File: config.mk
export PLATFORM = sky130hd
export DESIGN_NAME = multi_counter_mon
export DESIGN_NICKNAME = d
export VERILOG_FILES = /design/src/rtl/multi_counter_mon.sv
export SDC_FILE = /design/constraint.sdc
export NUM_CORES = 1
export LEC_CHECK = 0
export BUFFER_PORTS_ARGS = -buffer_cell sky130_fd_sc_hd__buf_2
export CAP_MARGIN = 20
export CORE_ASPECT_RATIO = 1.2
export CORE_UTILIZATION = 46
export DETAILED_ROUTE_END_ITERATION = 12
export PLACE_DENSITY = 0.75
export REMOVE_ABC_BUFFERS = 1
export SYNTH_ARGS = -nofsm -noshare
export SYNTH_HDL_FRONTEND = slang
export SYNTH_SLANG_ARGS = --single-unit
File: constraint.sdc
create_clock -name clk -period 1.5 [get_ports clk]
set_clock_uncertainty 0.2 [all_clocks]
set_input_delay 0.15 -clock clk [delete_from_list [all_inputs] [get_ports clk]]
set_output_delay 0.15 -clock clk [all_outputs]
set_load 0.05 [all_outputs]
File: src/rtl/multi_counter_mon.sv
// multi_counter_mon: bank of independent up-counters with terminal-value hit detection
// and a sticky error that records the lowest-index channel of the first hit.
module multi_counter_mon #(
    parameter int               N_CH     = 2,
    parameter int               WIDTH    = 12,
    parameter logic [WIDTH-1:0] TERM     = {WIDTH{1'b1}},
    parameter bit               SATURATE = 1'b0,
    parameter int               IDX_W    = (N_CH > 1) ? $clog2(N_CH) : 1
) (
    input  logic                  clk,
    input  logic                  rst,
    input  logic [N_CH-1:0]       ena,
    input  logic [N_CH-1:0]       clr,
    input  logic                  err_clr,
    output logic [N_CH*WIDTH-1:0] count,
    output logic [N_CH-1:0]       hit,
    output logic                  err,
    output logic                  err_sticky,
    output logic [IDX_W-1:0]      err_first
);
    localparam logic [WIDTH-1:0] ONES = {WIDTH{1'b1}};
    logic [IDX_W-1:0] w_first;
    logic             r_sticky;
    logic [IDX_W-1:0] r_first;
    for (genvar i = 0; i < N_CH; i++) begin : g_ch
        logic [WIDTH-1:0] r_cnt;
        always_ff @(posedge clk or posedge rst)
            if (rst)
                r_cnt <= '0;
            else if (clr[i])
                r_cnt <= '0;
            else if (ena[i])
                r_cnt <= (SATURATE && r_cnt == ONES) ? r_cnt : r_cnt + WIDTH'(1);
        assign count[i*WIDTH +: WIDTH] = r_cnt;
        assign hit[i] = (r_cnt == TERM);
    end
    assign err = |hit;
    // scan downward so the lowest hitting index is the one left standing
    always_comb begin
        w_first = '0;
        for (int k = N_CH - 1; k >= 0; k--)
            if (hit[k]) w_first = IDX_W'(k);
    end
    // a new hit always beats err_clr; err_first only reloads on a fresh set or a clear attempt
    always_ff @(posedge clk or posedge rst)
        if (rst) begin
            r_sticky <= 1'b0;
            r_first  <= '0;
        end else if (err) begin
            r_sticky <= 1'b1;
            if (!r_sticky || err_clr) r_first <= w_first;
        end else if (err_clr) begin
            r_sticky <= 1'b0;
            r_first  <= '0;
        end
    assign err_sticky = r_sticky;
    assign err_first  = r_first;
endmodule

==> reports/qor.csv <==
stage;metric;value;unit
hold_path;HP Class;in2reg;
power_and_ir_drop;Max VDD drop;0.702;mV
clocking;Clock Pin Slew Worst Setup and Hold Paths;0.15;ns
synthesis;sequential element share of the synthesized area;50.4;%
clocking;clock sink total;26;
outcome;status;finished with violations;
clocking;H-tree depth;1;
grt;Tot GR Track Use;29.3;%
cells_and_area;n_diodes;0;
floorplanning;# rows;20;
grt;global-route wire length before repair;6430;um
power_and_ir_drop;clock power share;27.8;%
timing;final-report setup violation count;19;
cells_and_area;fin cells;252;
cells_and_area;layout cells sized above 1;49.8;%
synthesis;post-synthesis area per instance;9.92;um2
timing;Final Max Tran Viols;0;
clocking;CTS tree;done;
timing;Fmax;496;MHz
cells_and_area;Layout area overhead;78.3;%
floorplanning;Die X;50.3;um
power_and_ir_drop;leakage;1.12;nW
routing;drt via density;5.65;
timing;final setup margin;-0.517;ns
routing;final wirelength;4540;um
floorplanning;area of the die;3020;um2
outcome;violated checks;setup timing;
grt;largest net degree at the start of global routing;27;
routing;drt wl/cell;18.0;um
synthesis;yosys warns;0;
floorplanning;Initial Util;49.6;%
routing;vias;1425;
clocking;Clock Latency Late Sink;0.33;ns
critical_path;R2R Path Start;g_ch[1].r_cnt[0];
routing;ANT nets after route;0;
clocking;root buf cell;clkbuf_4;
timing;RSZ-0062 raised after global routing;true;
power_and_ir_drop;Psw;0.364;mW
critical_path;Setup crit start;g_ch[1].r_cnt[0];
timing;Period minus WS final;2.02;ns
timing;Min Hold Slack;0.0478;ns
grt;initial antenna violation count;0;
timing;Slew @ Worst Pin;0.686;ns
power_and_ir_drop;logic gate share of total power;17.3;%
clocking;CTS Buffer Depth;2;
power_and_ir_drop;Sw Share;27.7;%
routing;first-pass iteration count of the detailed router;4;
cells_and_area;Final nets;229;
routing;DR iter-0 viols;40;
power_and_ir_drop;total power;1.32;mW
grt;total gr overflow;0;
synthesis;Post-Syn Area;1290;um2
clocking;Inserted Clock Buffers;3;
power_and_ir_drop;Pint;0.953;mW
placed_design;Placed Cells;227;
critical_path;Crit path arrival time;1.67;ns
critical_path;worst-path maximum fanout;2;
synthesis;Seq cells post-synth;26;
timing;Slew HR;54.1;%
power_and_ir_drop;Cell Pwr Density;573;nW/um2
hold_path;Worst Min Path Start;ena[0];
grt;vias in the first global route;1407;
cells_and_area;Final Core Density;88.4;%
timing;final hold violation count;0;
timing;Tcrit/Tclk final;134;%
run;max cap viols;0;
timing;Setup TNS;-2.79;ns
floorplanning;Vert. Die Dim;60.0;um
floorplanning;core area;2600;um2
power_and_ir_drop;register share of total power;54.9;%
placed_design;Post-DP HPWL;2350;um
floorplanning;# IOs;36;
critical_path;Critical Path Sink Type;output pin;
synthesis;post-synthesis cell type count;27;
routing;DRC Markers;0;
critical_path;type of origin of the critical path;register;
placed_design;RePlAce Congestion;0.760;
critical_path;WP data required;1.15;ns
synthesis;Post-Synthesis Cells;130;
placed_design;Port Buffers;35;
critical_path;CP Class;reg2out;
==> cell usage in the layout (no fill, tap or decap), types with 2 or more instances in the layout <==
cell type	count
mux2i_1	2
buf_6	11
nor2_1	21
o21ai_0	4
xnor2_1	13
nand2_1	7
nor4_4	5
a21oi_1	3
xor2_1	5
a21oi_2	2
buf_8	7
dfrtp_2	2
or3_1	3
dlygate4sd3_1	9
o2111ai_4	2
nand4_1	5
dfrtp_1	24
nor3_4	2
inv_1	5
clkbuf_4	6
buf_2	18
nand3_1	4
buf_4	41
nor3_2	4
==> routing by layer <==
metal | track usage (%) | vias up | wire length [um]
li1 | - | 631 | -
met3 | 4.07 | 16 | 216
met5 | 0 | - | 0
met4 | 15.1 | 0 | 136
met1 | 31.1 | 705 | 1630
met2 | 56.0 | 73 | 2560
==> logic make-up (layout without fill, tap and decap cells) <==
| group | Yosys count | after routing | share of synthesized area [%] |
|---|---|---|---|
| simple gates | 59 | 59 | 24.3 |
| flops | 26 | 26 | 50.4 |
| xor+xnor | 18 | 18 | 12.2 |
| compound gates | 14 | 14 | 6.69 |
| buf+inv | 9 | 98 | 2.81 |
| fa+ha+maj | 2 | 2 | 1.94 |
| mux | 2 | 2 | 1.55 |
==> metrics by stage <==
stage | instance area [um2] | setup slack, ns
floorplan | 1270 | -1.53
global placement | 1740 | -0.182
detailed placement | 1740 | -0.242
CTS | 2120 | -0.397
global route | 2300 | -0.559
finish | 2300 | -0.517
==> final cells by class <==
cell class	instances	area (um2)
tap	33	41.3
inverter	5	18.8
multi-input combinational	95	811
timing repair buffer	89	739
clock buffer	4	36.3
fill	120	303
sequential	26	653
==> synth_stat cells <==
cell type	instances	share of area, %
dfrtp_1	26	50
nand4_4	1	1.6
or3_1	4	1.9
nor4_1	4	1.9
or2_2	1	0.49
clkbuf_1	2	0.58
a21oi_1	5	1.9
buf_2	2	0.78
nand3_1	5	1.9
mux2i_1	2	1.6
nor2b_1	1	0.49
nand2b_1	1	0.49
xor2_1	5	3.4
a22o_1	1	0.68
nor2_1	21	6.1
o2111ai_1	2	1.4
nand4_1	5	2.4
ha_1	2	1.9
nor3b_1	1	0.58
o21ai_0	4	1.6
nand2_1	8	2.3
xnor2_1	13	8.8
a21o_1	1	0.58
nor4_4	1	1.6
inv_1	5	1.5
nor3_1	6	2.3
o211ai_1	1	0.58
==> worst max-delay path, stage by stage (launching register included) <==
cell	delay (ns)
dfrtp_1	0.41
ha_2	0.20
nand4_1	0.14
nor3_2	0.25
or2_4	0.19
buf_8	0.14
==> registers in the layout (all words and copies together), names as in the netlist <==
register and count:
err_first 1, err_sticky 1, g_ch.r_cnt 24
==> power groups by stage <==
stage	registers [mW]	logic, mW	clock network (mW)
after detailed placement	0.732	0.155	0
after CTS	0.719	0.202	0.364
after global routing	0.724	0.244	0.401
final	0.723	0.228	0.366
after floorplan	0.779	0.0376	0
after global placement	0.731	0.150	0
==> final timing paths <==
check	to	slack (ns)	cells after the start
hold reg to reg	g_ch[0].r_cnt[11]	0.39	2
max in group asynchronous	g_ch[0].r_cnt[3]	0.62	4
hold / removal	g_ch[0].r_cnt[3]	0.05	4
min in group asynchronous	err_sticky	0.19	4
setup reg to reg	err_sticky	-0.21	6
setup / recovery	err	-0.52	5
==> what timing repair did <==
action | 4_1_cts | 5_1_grt
setup endpoints to repair | 18 | 32
gates resized for setup | 41 | 43
setup buffers | 10 | 7
hold buffers | 9 | 0
endpoints found under the hold margin | 34 | 0
gates cloned | 0 | 0
pin swaps | 19 | 13
Power figures use the tool's default switching activity.
